## src/rtl/definitions.sv

```systemverilog
// Shared definitions for the stack processor operand stack:
// stack-pointer op codes, FSM state type and fault codes.
package definitions;

    localparam logic [1:0] DES_2 = 2'd0;
    localparam logic [1:0] DES_1 = 2'd1;
    localparam logic [1:0] ADV_0 = 2'd2;
    localparam logic [1:0] ADV_1 = 2'd3;

    typedef enum logic {
        ST_RUN,
        ST_FAULT
    } stk_state;

    localparam logic [1:0] FLT_NONE   = 2'd0;
    localparam logic [1:0] FLT_OVF    = 2'd1;
    localparam logic [1:0] FLT_UNF    = 2'd2;
    localparam logic [1:0] FLT_WEMPTY = 2'd3;

endpackage

```

## src/rtl/stack_mem.sv

```systemverilog
// DEPTH x W operand storage: one synchronous write port and two
// combinational read ports (TOS and NOS addresses).
module stack_mem #(
    parameter int W     = 8,
    parameter int DEPTH = 16,
    parameter int AW    = $clog2(DEPTH)
) (
    input  logic          CLK,
    input  logic          we,
    input  logic [AW-1:0] waddr,
    input  logic [W-1:0]  wdata,
    input  logic [AW-1:0] raddr_a,
    input  logic [AW-1:0] raddr_b,
    output logic [W-1:0]  rdata_a,
    output logic [W-1:0]  rdata_b
);

    logic [W-1:0] mem [DEPTH];

    // Storage write; contents survive reset by design.
    always_ff @(posedge CLK) begin
        if (we) begin
            mem[waddr] <= wdata;
        end
    end

    assign rdata_a = mem[raddr_a];
    assign rdata_b = mem[raddr_b];

endmodule

```

## src/rtl/operand_stack.sv

```systemverilog
// Operand stack feeding the ALU: registered TOS/NOS, depth tracking,
// sticky fault FSM. Optional OPSTACK_HWM_EN adds a depth high-water mark.
module operand_stack
    import definitions::*;
#(
    parameter int W     = 8,
    parameter int DEPTH = 16
) (
    input  logic                       CLK,
    input  logic                       reset,
    input  logic                       op_valid,
    output logic                       op_ready,
    input  logic [1:0]                 sp_op,
    input  logic                       wr_en,
    input  logic [W-1:0]               wr_data,
    input  logic                       clear_fault,
    output logic [W-1:0]               tos,
    output logic [W-1:0]               nos,
    output logic [$clog2(DEPTH):0]     depth,
    output logic                       empty,
    output logic                       full,
    output logic                       fault,
`ifdef OPSTACK_HWM_EN
    output logic [1:0]                 fault_code,
    output logic [$clog2(DEPTH):0]     hwm
`else
    output logic [1:0]                 fault_code
`endif
);

    localparam int AW = $clog2(DEPTH);
    localparam int DW = AW + 1;

    localparam logic [DW-1:0] D_ZERO = '0;
    localparam logic [DW-1:0] D_ONE  = DW'(1);
    localparam logic [DW-1:0] D_TWO  = DW'(2);
    localparam logic [DW-1:0] D_FULL = DW'(DEPTH);
    localparam logic [AW-1:0] A_ONE  = AW'(1);
    localparam logic [AW-1:0] A_TWO  = AW'(2);

    stk_state        state_q, state_d;
    logic [DW-1:0]   depth_q, depth_d;
    logic [W-1:0]    tos_q, tos_d;
    logic [W-1:0]    nos_q, nos_d;
    logic [1:0]      fault_code_q, fault_code_d;
    logic            empty_q, empty_d;
    logic            full_q, full_d;
    logic            fault_q, fault_d;
    logic            op_ready_q, op_ready_d;

    logic            accept;
    logic            viol;
    logic [1:0]      viol_code;
    logic            mem_we;
    logic [AW-1:0]   mem_waddr;
    logic [AW-1:0]   ra_tos, ra_nos;
    logic [W-1:0]    rd_tos, rd_nos;

    stack_mem #(
        .W     (W),
        .DEPTH (DEPTH),
        .AW    (AW)
    ) u_mem (
        .CLK     (CLK),
        .we      (mem_we),
        .waddr   (mem_waddr),
        .wdata   (wr_data),
        .raddr_a (ra_tos),
        .raddr_b (ra_nos),
        .rdata_a (rd_tos),
        .rdata_b (rd_nos)
    );

    // Decode the accepted op: legality, write slot and next depth.
    always_comb begin
        accept    = op_valid && (state_q == ST_RUN);
        viol      = 1'b0;
        viol_code = FLT_NONE;
        mem_we    = 1'b0;
        mem_waddr = depth_q[AW-1:0];
        depth_d   = depth_q;
        if (accept) begin
            case (sp_op)
                ADV_1: begin
                    if (depth_q == D_FULL) begin
                        viol      = 1'b1;
                        viol_code = FLT_OVF;
                    end else begin
                        mem_we    = wr_en;
                        mem_waddr = depth_q[AW-1:0];
                        depth_d   = depth_q + D_ONE;
                    end
                end
                ADV_0: begin
                    if (wr_en) begin
                        if (depth_q == D_ZERO) begin
                            viol      = 1'b1;
                            viol_code = FLT_WEMPTY;
                        end else begin
                            mem_we    = 1'b1;
                            mem_waddr = depth_q[AW-1:0] - A_ONE;
                        end
                    end
                end
                DES_1: begin
                    if (depth_q < D_TWO) begin
                        viol      = 1'b1;
                        viol_code = FLT_UNF;
                    end else begin
                        mem_we    = wr_en;
                        mem_waddr = depth_q[AW-1:0] - A_TWO;
                        depth_d   = depth_q - D_ONE;
                    end
                end
                DES_2: begin
                    if (depth_q < D_TWO) begin
                        viol      = 1'b1;
                        viol_code = FLT_UNF;
                    end else begin
                        depth_d   = depth_q - D_TWO;
                    end
                end
                default: begin
                end
            endcase
        end
        // Reset overrides any op presented in the same cycle.
        if (reset) begin
            mem_we  = 1'b0;
            viol    = 1'b0;
            depth_d = D_ZERO;
        end
    end

    // Next FSM state plus next TOS/NOS seen through this cycle's write.
    always_comb begin
        state_d      = state_q;
        fault_code_d = fault_code_q;
        case (state_q)
            ST_RUN: begin
                if (viol) begin
                    state_d      = ST_FAULT;
                    fault_code_d = viol_code;
                end
            end
            ST_FAULT: begin
                if (clear_fault) begin
                    state_d = ST_RUN;
                end
            end
            default: begin
                state_d = ST_RUN;
            end
        endcase
        ra_tos = depth_d[AW-1:0] - A_ONE;
        ra_nos = depth_d[AW-1:0] - A_TWO;
        if (depth_d == D_ZERO) begin
            tos_d = '0;
        end else if (mem_we && (mem_waddr == ra_tos)) begin
            tos_d = wr_data;
        end else begin
            tos_d = rd_tos;
        end
        if (depth_d < D_TWO) begin
            nos_d = '0;
        end else if (mem_we && (mem_waddr == ra_nos)) begin
            nos_d = wr_data;
        end else begin
            nos_d = rd_nos;
        end
        empty_d    = (depth_d == D_ZERO);
        full_d     = (depth_d == D_FULL);
        fault_d    = (state_d == ST_FAULT);
        op_ready_d = (state_d == ST_RUN);
    end

    // Fault FSM with its registered status outputs.
    always_ff @(posedge CLK) begin
        if (reset) begin
            state_q      <= ST_RUN;
            fault_code_q <= FLT_NONE;
            fault_q      <= 1'b0;
            op_ready_q   <= 1'b1;
        end else begin
            state_q      <= state_d;
            fault_code_q <= fault_code_d;
            fault_q      <= fault_d;
            op_ready_q   <= op_ready_d;
        end
    end

    // Depth and operand registers.
    always_ff @(posedge CLK) begin
        if (reset) begin
            depth_q <= D_ZERO;
            tos_q   <= '0;
            nos_q   <= '0;
            empty_q <= 1'b1;
            full_q  <= 1'b0;
        end else begin
            depth_q <= depth_d;
            tos_q   <= tos_d;
            nos_q   <= nos_d;
            empty_q <= empty_d;
            full_q  <= full_d;
        end
    end

`ifdef OPSTACK_HWM_EN
    logic [DW-1:0] hwm_q, hwm_d;

    // High-water mark trails the registered depth by one cycle.
    always_comb begin
        hwm_d = (depth_q > hwm_q) ? depth_q : hwm_q;
    end

    // High-water mark register; untouched by clear_fault.
    always_ff @(posedge CLK) begin
        if (reset) begin
            hwm_q <= D_ZERO;
        end else begin
            hwm_q <= hwm_d;
        end
    end

    assign hwm = hwm_q;
`endif

    assign tos        = tos_q;
    assign nos        = nos_q;
    assign depth      = depth_q;
    assign empty      = empty_q;
    assign full       = full_q;
    assign fault      = fault_q;
    assign fault_code = fault_code_q;
    assign op_ready   = op_ready_q;

endmodule

```

## config.mk

```make
export PLATFORM = sky130hd
export DESIGN_NAME = operand_stack
export DESIGN_NICKNAME = d
export VERILOG_FILES = /design/src/rtl/definitions.sv /design/src/rtl/stack_mem.sv /design/src/rtl/operand_stack.sv
export SDC_FILE = /design/constraint.sdc
export NUM_CORES = 1
export LEC_CHECK = 0
export CELL_PAD_IN_SITES_DETAIL_PLACEMENT = 0
export CELL_PAD_IN_SITES_GLOBAL_PLACEMENT = 1
export CORE_ASPECT_RATIO = 0.5
export CORE_MARGIN = 5
export CORE_UTILIZATION = 50
export DETAILED_ROUTE_END_ITERATION = 6
export PLACE_DENSITY_LB_ADDON = 0.1
export RECOVER_POWER = 100
export SLEW_MARGIN = 25
export SYNTH_ARGS = -nofsm -noshare
export SYNTH_HDL_FRONTEND = slang
export SYNTH_HIERARCHICAL = 1
export SYNTH_SLANG_ARGS = --single-unit
```

## constraint.sdc

```tcl
create_clock -name CLK -period 5.2 [get_ports CLK]
set_input_delay 1.04 -clock CLK [delete_from_list [all_inputs] [get_ports CLK]]
set_output_delay 1.04 -clock CLK [all_outputs]
set_load 0.05 [all_outputs]
```

== Word-level counts from Yosys, hierarchy flattened ==
Memory sizes are Yosys's and may differ from the RTL's. A register that Yosys moved wholly into a read port is not among the register bits.
Index checks and enable logic that the tools add are counted.
Word-level totals
  output and inout bits: 27
  register bits: 11
  bits of input ports: 15
  RAM bits: 128
  word-level logic and storage cells: 67
  memories kept: 1
Operators by class
  reduce and logical (&&, ||, !) cells: 8
  bitwise operators: 2
  mux-type cells: 36
  equal/unequal tests: 5
  add/subtract/negate cells: 7
  $lt $le $gt $ge: 2
Memories
  u_mem.mem: depth 16, width 8, read ports 2, clocked after memory_dff 2, write ports 1, line stack_mem.sv:18  | logic [W-1:0] mem [DEPTH];
Operators by type and width (count)
  5-bit two-way mux: 5
  1-bit two-way mux: 17
  4-bit two-way mux: 4
  5-bit case mux with 3 select lines: 1
  5-bit equality test (second input constant): 2
  5-bit zero test: 2
  5-bit by 2-bit less-than comparator with 1-bit output (second input constant): 2
  2-bit two-way mux: 4
  4-bit case mux with 2 select lines: 1
  4-bit by 1-bit subtractor with 4-bit output (second input constant): 2
  4-bit by 2-bit subtractor with 4-bit output (second input constant): 2
  1-bit case mux with 3 select lines: 2
  2-bit case mux with 3 select lines: 1
  2-bit OR reduction: 3
  5-bit by 1-bit adder with 5-bit output (second input constant): 1
  5-bit by 1-bit subtractor with 5-bit output (second input constant): 1
  5-bit by 2-bit subtractor with 5-bit output (second input constant): 1
  2-bit equality test (second input constant): 2
  2-bit by 1-bit equality test with 1-bit output (second input constant): 1
  2-bit zero test: 1
  1-bit inverter: 2
  1-bit case mux with 2 select lines: 1
  2-bit AND reduction: 1
  1-bit logical AND: 1

== Depth between registers and ports, before layout ==
Gate-level depths: netlist of the first run.
  depth after elaboration: 9
  mapped depth: 18
  gate-level depth less buffers: 15

== Cells and area by module ==
Netlist of the first run, hierarchy kept.
Modules (own cells, without submodules)
  stack_mem: times used 1, area each 6024.5 sq um, cells each 291
  operand_stack: times used 1, area each 2118.3 sq um, cells each 247

== Worst setup path before layout of the first run ==
Ideal clock, no wire load.
  path kind: input to register
  start: input sp_op[0]
  end: register nos_q[6] (netlist: nos[6]) (read register of u_mem.mem)
  stages: 16
  path slack: 0.985 ns
  arrival time: 4.090 ns
  cell sequence: inv_1 ha_1 nor3b_1 and4_1 o21ai_0 a31oi_2 inv_1 ha_1 xnor2_1 inv_1 nor2b_1 clkdlybuf4s25_2 a22oi_1 nand2_1 o31ai_1 a21oi_1
RTL lines
  start: declaration: line operand_stack.sv:13  | input logic [1:0] sp_op,
  2-bit by 1-bit equality test with 1-bit output, or another cell as far along: line operand_stack.sv:83  | case (sp_op)
  5-bit case mux with 3 select lines *: line operand_stack.sv:83
  5-bit two-way mux *: line operand_stack.sv:82  | if (accept) begin
  5-bit two-way mux *: line operand_stack.sv:128  | if (reset) begin
  4-bit by 2-bit subtractor with 4-bit output *: line operand_stack.sv:156  | ra_nos = depth_d[AW-1:0] - A_TWO;
  named net ra_nos[3]: line operand_stack.sv:56  | logic [AW-1:0] ra_tos, ra_nos;
  end: declaration: line operand_stack.sv:44  | logic [W-1:0] nos_q, nos_d;
Mark *: on every way through the listed nets, which the timed path passes. The rest lies on a longest branch.
A chain may end at the register's enable or synchronous reset.

== Worst setup path in the final report of the first run ==
  start: input sp_op[0]
  end: register tos_q[4] (netlist: tos[4]) (read register of u_mem.mem)
RTL lines
  2-bit by 1-bit equality test with 1-bit output, or another cell as far along: line operand_stack.sv:83
  5-bit case mux with 3 select lines *: line operand_stack.sv:83
  5-bit two-way mux *: line operand_stack.sv:82
  5-bit two-way mux *: line operand_stack.sv:128
  named net depth_d[0]: line operand_stack.sv:42  | logic [DW-1:0] depth_q, depth_d;
  4-bit by 1-bit subtractor with 4-bit output *: line operand_stack.sv:155  | ra_tos = depth_d[AW-1:0] - A_ONE;
  named net ra_tos[0]: line operand_stack.sv:56
  end: declaration: line operand_stack.sv:43  | logic [W-1:0] tos_q, tos_d;
Marked as above.

==> results of run 1 <==
cells in the final DEF, fill, tap and decap left out, drive strengths merged, types with 4 or more instances in the layout:
master         count
a21oi             19
nand2b             5
xnor2              9
dlygate4sd3       36
inv               31
nand3b             4
o31ai              9
nand3             13
nor3               6
nand4              9
clkinv             8
nor2b              6
ha                14
a211oi             4
nand2             24
xor2               5
clkdlybuf4s50      5
nor2              20
a22oi             35
mux4              64
edfxtp           128
clkbuf            38
buf               12
dfxtp             27
o21ai             16
final cells by class:
cell class	instances	area share, %
clock buffers	17	4.52
well taps	227	3.02
inverters	25	0.997
repair buffers	74	6.55
flip-flops and latches	155	46.6
multi-input cells	327	36.3
clock inverters	15	2.05
synth_stat cells, types with 3 or more instances:
cell type	instances	area, µm²
buf_6	7	78.8
mux4_2	34	766
nor3_1	6	30.0
nor2b_1	6	37.5
ha_1	14	175
nand3b_1	4	30.0
buf_2	9	45.0
nand2_1	24	90.1
nand4b_1	3	26.3
nand2b_1	5	31.3
o211ai_1	3	22.5
inv_1	24	90.1
and2b_1	3	22.5
and3_1	3	18.8
a22oi_1	35	263
mux4_1	28	736
a21boi_0	3	22.5
nand4_1	9	56.3
xnor2_1	9	78.8
a21o_1	3	22.5
clkbuf_1	4	15.0
o21ai_0	8	40.0
mux2_2	3	33.8
xor2_1	5	43.8
a21oi_1	19	95.1
nand3_1	13	65.1
o31ai_1	9	67.6
clkdlybuf4s25_2	6	60.1
dfxtp_1	27	541
buf_4	4	30.0
edfxtp_1	128	3840
a211oi_1	3	22.5
and2_1	3	18.8
o21ai_1	8	40.0
nor2_1	20	75.1
per-layer routing:
metal / vias up / track usage, %
met2: 234 / 36.0
met1: 2628 / 32.5
met4: 0 / 4.69
met5: - / 0
met3: 16 / 5.84
li1: 2330 / -
worst max-delay path: cells and delay by family:
kind	cells	cell delay (ns)
buf+inv	3	0.85
fa+ha+maj	2	0.55
compound gates	4	0.86
simple gates	4	1.59
xor+xnor	1	0.20
power breakdown:
part	leakage, nW	total [mW]	switching, mW	internal [mW]
Clock	0.301	1.26	0.568	0.696
Sequential	1.37	1.37	0.0100	1.36
Combinational	1.62	0.498	0.317	0.181
Total	3.29	3.13	0.894	2.24
sequential cells by signal, indices dropped and copies added (netlist names):
signal and flops:
depth 5, op_ready 1, full 1, u_mem/mem 128, fault 1, fault_code 2, tos 8, nos 8
empty 1
cell families (layout without fill, tap and decap cells):
kind of cell | after synthesis | count (layout) | synth area share [%]
flops | 155 | 155 | 53.8
simple gates | 119 | 119 | 8.73
compound gates | 110 | 110 | 9.77
mux | 69 | 69 | 19.7
buf+inv | 56 | 131 | 4.01
xor+xnor | 15 | 15 | 1.78
fa+ha+maj | 14 | 14 | 2.15
worst paths after layout:
| check | to | cells past startpoint | start | slack (ns) |
|---|---|---|---|---|
| hold / removal | fault_code[1] | 2 | fault_code[1] | 0.50 |
| setup / recovery | tos[4] | 14 | sp_op[0] | 0.43 |
| setup reg to reg | nos[4] | 15 | depth[1] | 0.97 |
| hold reg to reg | fault_code[1] | 2 | fault_code[1] | 0.50 |
==> impl_metrics.tcl, run 1 <==
set metrics [dict create \
    synthCells 538 \
    clock_skew_ns 0.0143 \
    end_kind "flip-flop" \
    critPathLaunchType "primary input" \
    setup_violations 0 \
    yosysWarnings 6 \
    avgViaCountPerCell 6.20 \
    dpl_cell_area_um2 8900 \
    drive_above_1_share_pct 15.5 \
    p_leak_nw 3.29 \
    hold_viol_final 0 \
    grt_pass1_wl_um 31800 \
    required_ns 5.54 \
    initialDrtViolationCount 443 \
    synthArstFlopShare_pct 0 \
    gp_congestion 0.839 \
    nets 629 \
    drtAntennaViolNets 0 \
    wl_met1_um 9430 \
    peakVddDrop_v 0.000257 \
    syn_nets 567 \
    cts_tree "built" \
    cts.sinks 155 \
    rsz0062_at_grt "no" \
    synth_edf_count 128 \
    rows 33 \
    dpl.hpwl_um 14400 \
    totalWireLength_um 21300 \
    htree_num_levels 4 \
    route.detailed.drc 0 \
    crit_fanout 8 \
    p_per_area_nw_per_um2 333 \
    worst_pin_slew_ns 0.992 \
    slew_viol_final 0 \
    routedWlPerCell_um 25.4 \
    cts.repair.resized 0 \
    holdCritPathClass "flip-flop to flip-flop" \
    finalInstanceArea_um2 9410 \
    postLayoutSetupSlackWorst_ns 0.429 \
    power_mw 3.13 \
    clk_pin_slew_ns 0.07 \
    drtPass1Iterations 5 \
    filler_cell_count 1294 \
    clk_latency_ns 0.42 \
    cts_root_buffer "clkbuf_16" \
    dp.cells 808 \
    grt-ovfl-total 0 \
    portBuffers 41 \
    ys.flop_type "edfxtp_1" \
    multiInputGateArea_um2 3410 \
    ctsHoldBuffers 0 \
    synth_area_um2 8140 \
    arrival_ns 5.11 \
    worstPathCellList "dlygate4sd3_1, inv_1, ha_1, or3b_4, or3_1, o22ai_1, inv_1, ha_1, xor2_1, nor2_1, a22oi_1, nand2_1, o21ai_0, a21oi_1" \
    fmax_mhz 210 \
    die_w_um 190 \
    fp.dieH_um 100 \
    maxCapViolCount 0 \
    ios 42 \
    register_area_um2 4380 \
    run_status "finished clean" \
    period_share_pct 91.8 \
    area_delta_synth_final_pct 15.6 \
    num_vias 5208 \
    final_core_util_pct 58.1 \
    wl_met2_um 9910 \
    instances_no_fill 840 \
    crit_type "primary input to flip-flop" \
    slowest_delay_ns 0.61 \
    fin_tns_setup_ns 0 \
    relSlewSlack_pct 33.6 \
    met3_length_um 1740 \
    post-cts-setup-buffers 0 \
    grt.total_usage_pct 22.8 \
    dieArea_um2 19100 \
    place_ws_ns 0.261 \
    coreArea_um2 16200 \
    fin_crit_ns 4.77 \
    top_layer "met4" \
    yosysSeqAreaShare_pct 53.8 \
    avgSynthCellArea_um2 15.1 \
    antenna_found_initial 0 \
    grt_pass1_vias 5097 \
    synth_seq_cells 155 \
    start_util_pct 50.3 \
    critical-path-slowest-cell "nor2_1" \
    grt_start_max_net_pins 34 \
    cts_buffers 17 \
    cts_buffer_depth 2 \
    holdWs_ns 0.502 \
    diodes 0 \
    ys_types 72 \
]
Note: power is estimated with default switching activity, not from simulation.
==> run 2: changes to the inputs <==
clock period = 6.2 ns   (was 5.2 ns; I/O delays follow)
==> run 2 against run 1 <==
Compared with the run above:
- via count increased by 1.9%
- register-to-register slack improved by 0.16 ns
- flip-flop and latch count unchanged
- highest routed layer unchanged
- combinational power decreased by 17%
- global-route usage increased by 0.76 points
- routed wire length increased by 1.7%
==> impl_metrics.tcl, run 2 (synthesis results as in run 1) <==
set metrics [dict create \
    coreArea_um2 16200 \
    dpl.hpwl_um 14600 \
    filler_cell_count 1275 \
    nets 612 \
    grt_start_max_net_pins 34 \
    slowest_delay_ns 0.66 \
    layout_common_cells "edfxtp_1, a22oi_1, dlygate4sd3_1" \
    largest_register_ff_count 128 \
    arrival_ns 5.87 \
    critPathLaunchType "primary input" \
    p_sw_uw 735 \
    hold_viol_final 0 \
    rsz0062_at_grt "no" \
    post-cts-setup-buffers 0 \
    p_leak_nw 3.26 \
    cts_buffers 17 \
    cts_tree "built" \
    totalWireLength_um 21700 \
    num_vias 5307 \
    final_core_util_pct 57.7 \
    grt-ovfl-total 0 \
    start_util_pct 50.3 \
    ctsHoldBuffers 0 \
    switching_share_pct 27.1 \
    run_status "finished clean" \
    antenna_found_initial 0 \
    end_kind "flip-flop" \
    crit_top_cell "inv_1" \
    cts.sinks 155 \
    avgViaCountPerCell 6.44 \
    gp_congestion 0.878 \
    internal_power_mw 1.98 \
    portBuffers 41 \
    cts_root_buffer "clkbuf_16" \
    htree_num_levels 4 \
    clock_skew_ns 0.0139 \
    power_mw 2.72 \
    regMostFlops "u_mem/mem" \
    peakVddDrop_v 0.000192 \
    relSlewSlack_pct 34.1 \
    crit_type "primary input to flip-flop" \
    route.detailed.drc 0 \
    period_share_pct 89.0 \
    routedWlPerCell_um 26.3 \
    slew_viol_final 0 \
    worst_pin_slew_ns 0.985 \
    mostFrequentLayoutCell "edfxtp_1" \
    cts.repair.resized 0 \
    die_w_um 190 \
    register_area_um2 4380 \
    required_ns 6.55 \
    clkPwrFrac_pct 42.3 \
    combPwrFrac_pct 15.3 \
    drtPass1Iterations 5 \
    drtAntennaViolNets 0 \
    crit_fanout 20 \
    clk_pin_slew_ns 0.07 \
    worstPathCellList "clkdlybuf4s50_1, inv_1, ha_1, or3b_4, a221oi_1, inv_1, buf_4, ha_1, xnor2_1, inv_1, nor2_1, a22oi_1, nand2_1, o31ai_1, a21oi_1" \
    ios 42 \
    p_per_area_nw_per_um2 291 \
    critical-path-slowest-cell "nor2_1" \
    fin_tns_setup_ns 0 \
    rows 33 \
    initialDrtViolationCount 526 \
    maxCapViolCount 0 \
    cts_buffer_depth 2 \
    holdCritPathClass "flip-flop to flip-flop" \
    area_delta_synth_final_pct 14.7 \
    multiInputGateArea_um2 3410 \
    fmax_mhz 181 \
    holdWs_ns 0.477 \
    clk_latency_ns 0.43 \
    seq_power_share_pct 42.4 \
    grt.total_usage_pct 23.5 \
    grt_pass1_wl_um 32700 \
    setup_violations 0 \
    grt_pass1_vias 5121 \
    drive_above_1_share_pct 15.4 \
    dieArea_um2 19100 \
    fin_crit_ns 5.52 \
    fp.dieH_um 100 \
]
==> run 2: path summary, 6_finish.rpt <==
path	from	end	slack, ns	cells after the start
worst min register to register	fault_code[1]	fault_code[1]	0.48	2
worst min-delay path	fault_code[1]	fault_code[1]	0.48	2
worst max-delay path	sp_op[0]	nos[5]	0.68	15
worst max register to register	depth[1]	nos[5]	1.13	16
==> run 2: stage by stage <==
| stage | setup WS (ns) | cell area [µm²] | instances |
|---|---|---|---|
| after global placement | 0.511 | 8740 | 791 |
| after CTS | 0.932 | 9390 | 823 |
| final | 0.680 | 9340 | 824 |
| after global routing | 0.342 | 9340 | 823 |
| after detailed placement | 0.502 | 8740 | 791 |
| after floorplan | 1.78 | 8140 | 538 |
==> run 2: layout make-up <==
class	instances	area share, %
flip-flops and latches	155	46.9
diodes	1	0.0268
well taps	227	3.04
multi-input cells	327	36.5
inverters	25	1.00
clock buffers	18	4.60
clock inverters	14	2.40
repair buffers	57	5.48
==> run 2: critical path, delay by kind of cell <==
kind,cells,cell delay [ns]
AOI/OAI and AO/OA,4,1.15
xor gates and xnor gates,1,0.34
adders and majority gates,2,0.57
buffers and inverters,5,1.18
and+or+nand+nor,3,1.36
==> run 2: power groups by stage <==
| stage | Sequential, mW | Clock (mW) | Combinational (mW) |
|---|---|---|---|
| 6_report | 1.15 | 1.15 | 0.415 |
| 5_1_grt | 1.15 | 1.21 | 0.444 |
| 4_1_cts | 1.15 | 1.16 | 0.420 |
| 3_5_place_dp | 1.18 | 0 | 0.416 |
| 3_3_place_gp | 1.18 | 0 | 0.418 |
| 2_1_floorplan | 1.21 | 0 | 0.252 |
==> run 2: routing by layer <==
metal / vias up / wire, µm / global-route usage (%)
met4: 0 / 427 / 6.67
met2: 282 / 9810 / 36.2
met5: - / 0 / 0
li1: 2298 / - / -
met3: 32 / 2170 / 5.73
met1: 2695 / 9270 / 33.9
==> run 3: changes to the inputs <==
CORE_MARGIN = 1.5   (was 5)
clock period = 6.8 ns   (was 6.2 ns; I/O delays follow)
==> run 3 against run 2 <==
Compared with the run above:
- non-clock buffer count decreased by 2
- via count decreased by 0.38%
- combinational power shrank 9.9%
- clock power shrank 9%
- cell count decreased by 1.1%
- die area shrank 10%
- global-route usage increased by 3.2 points
- register-to-register slack better by 0.73 ns
- first-iteration DRC count rose by 12%
- sequential share of layout area increased by 0.12 points
- highest routed layer unchanged
==> impl_metrics.tcl, run 3 (synthesis results as in run 1) <==
set metrics [dict create \
    grt.total_usage_pct 26.7 \
    coreArea_um2 15700 \
    setup_violations 0 \
    dpl.hpwl_um 14500 \
    initialDrtViolationCount 588 \
    fmax_mhz 171 \
    post-cts-setup-buffers 0 \
    fin_crit_ns 5.86 \
    clk_pin_slew_ns 0.07 \
    p_per_area_nw_per_um2 266 \
    gp_congestion 0.871 \
    holdWs_ns 0.480 \
    peakVddDrop_v 0.000140 \
    grt_start_max_net_pins 34 \
    htree_num_levels 4 \
    avgViaCountPerCell 6.49 \
    maxCapViolCount 0 \
    cts_buffer_depth 2 \
    cts.sinks 155 \
    grt_pass1_vias 5136 \
    totalWireLength_um 21300 \
    dieArea_um2 17100 \
    cts_root_buffer "clkbuf_16" \
    p_leak_nw 3.25 \
    worst_pin_slew_ns 1.25 \
    power_mw 2.48 \
    regMostFlops "u_mem/mem" \
    num_vias 5287 \
    diodes 0 \
    critPathLaunchType "primary input" \
    fin_tns_setup_ns 0 \
    crit_type "primary input to flip-flop" \
    slew_viol_final 0 \
    rsz0062_at_grt "no" \
    drive_above_1_share_pct 14.5 \
    relSlewSlack_pct 14.6 \
    filler_cell_count 1191 \
    register_area_um2 4380 \
    die_w_um 183 \
    rows 32 \
    run_status "finished clean" \
    route.detailed.drc 0 \
    crit_fanout 15 \
    ctsHoldBuffers 0 \
    holdCritPathClass "flip-flop to flip-flop" \
    drtPass1Iterations 5 \
    grt-ovfl-total 0 \
    arrival_ns 6.18 \
    area_delta_synth_final_pct 14.4 \
    required_ns 7.11 \
    nets 610 \
    cts.repair.resized 0 \
    antenna_found_initial 0 \
    fp.dieH_um 93.2 \
    end_kind "flip-flop" \
    cts_buffers 17 \
    ios 42 \
    drtAntennaViolNets 0 \
    hold_viol_final 0 \
    start_util_pct 52.0 \
    portBuffers 41 \
    largest_register_ff_count 128 \
    layout_common_cells "edfxtp_1, dlygate4sd3_1, a22oi_1" \
    clk_latency_ns 0.44 \
    mostFrequentLayoutCell "edfxtp_1" \
    multiInputGateArea_um2 3410 \
    routedWlPerCell_um 26.1 \
    cts_tree "built" \
    clock_skew_ns 0.0112 \
    grt_pass1_wl_um 32000 \
    period_share_pct 86.2 \
]
==> run 3: cell count changes in the layout (fill, tap and decap cells not counted), moves of 2 or more <==
cell and delta:
o21ai_0 -2, clkbuf_1 +2, buf_4 -6, o21ai_1 +2
==> run 3: path summary, 6_finish.rpt <==
| path | end | start | cells after the start | slack, ns |
|---|---|---|---|---|
| max | tos[0] | sp_op[0] | 15 | 0.94 |
| min | fault_code[1] | fault_code[1] | 2 | 0.48 |
| max reg2reg | tos[0] | depth[2] | 14 | 1.86 |
| min reg2reg | fault_code[1] | fault_code[1] | 2 | 0.48 |
==> run 3: area by class of cell <==
class	instances	share of cell area (%)
inverters	25	1.01
clock buffers	18	4.61
well taps	221	2.97
multi-input cells	327	36.6
flip-flops and latches	155	47.1
repair buffers	55	5.39
clock inverters	14	2.40
==> run 3: metrics by stage <==
stage | cells | util [%] | setup WS (ns) | instance area (µm²)
floorplan | 538 | - | 2.26 | 8140
global placement | 782 | 55.7 | 1.23 | 8720
detailed placement | 782 | 55.7 | 1.22 | 8720
finish | 815 | 59.5 | 0.937 | 9320
CTS | 814 | 59.9 | 1.62 | 9370
global route | 815 | 59.5 | 0.655 | 9320
==> run 3: critical path: stages <==
cell             delay (ns)
clkdlybuf4s50_1        0.51
inv_1                  0.09
ha_1                   0.29
or3b_1                 0.55
a2111oi_0              1.08
o22ai_4                0.16
inv_1                  0.15
ha_1                   0.28
inv_1                  0.52
buf_12                 0.25
mux4_4                 0.43
a22oi_1                0.24
nand2_1                0.10
o21ai_0                0.09
a21oi_1                0.08
==> run 3: metal layers <==
layer  global-route usage [%]  vias to the layer above  wire length (µm)
met4                     6.97                        0               265
met2                     39.8                      257              9340
met5                        0                        -                 0
li1                         -                     2302                 -
met3                     7.63                       22              2060
met1                     38.6                     2706              9630
==> run 3: power breakdown <==
part / internal, mW / total, mW / switching [mW]
clock network: 0.632 / 1.05 / 0.421
logic: 0.134 / 0.374 / 0.240
registers: 1.04 / 1.05 / 0.0119
total: 1.81 / 2.48 / 0.673
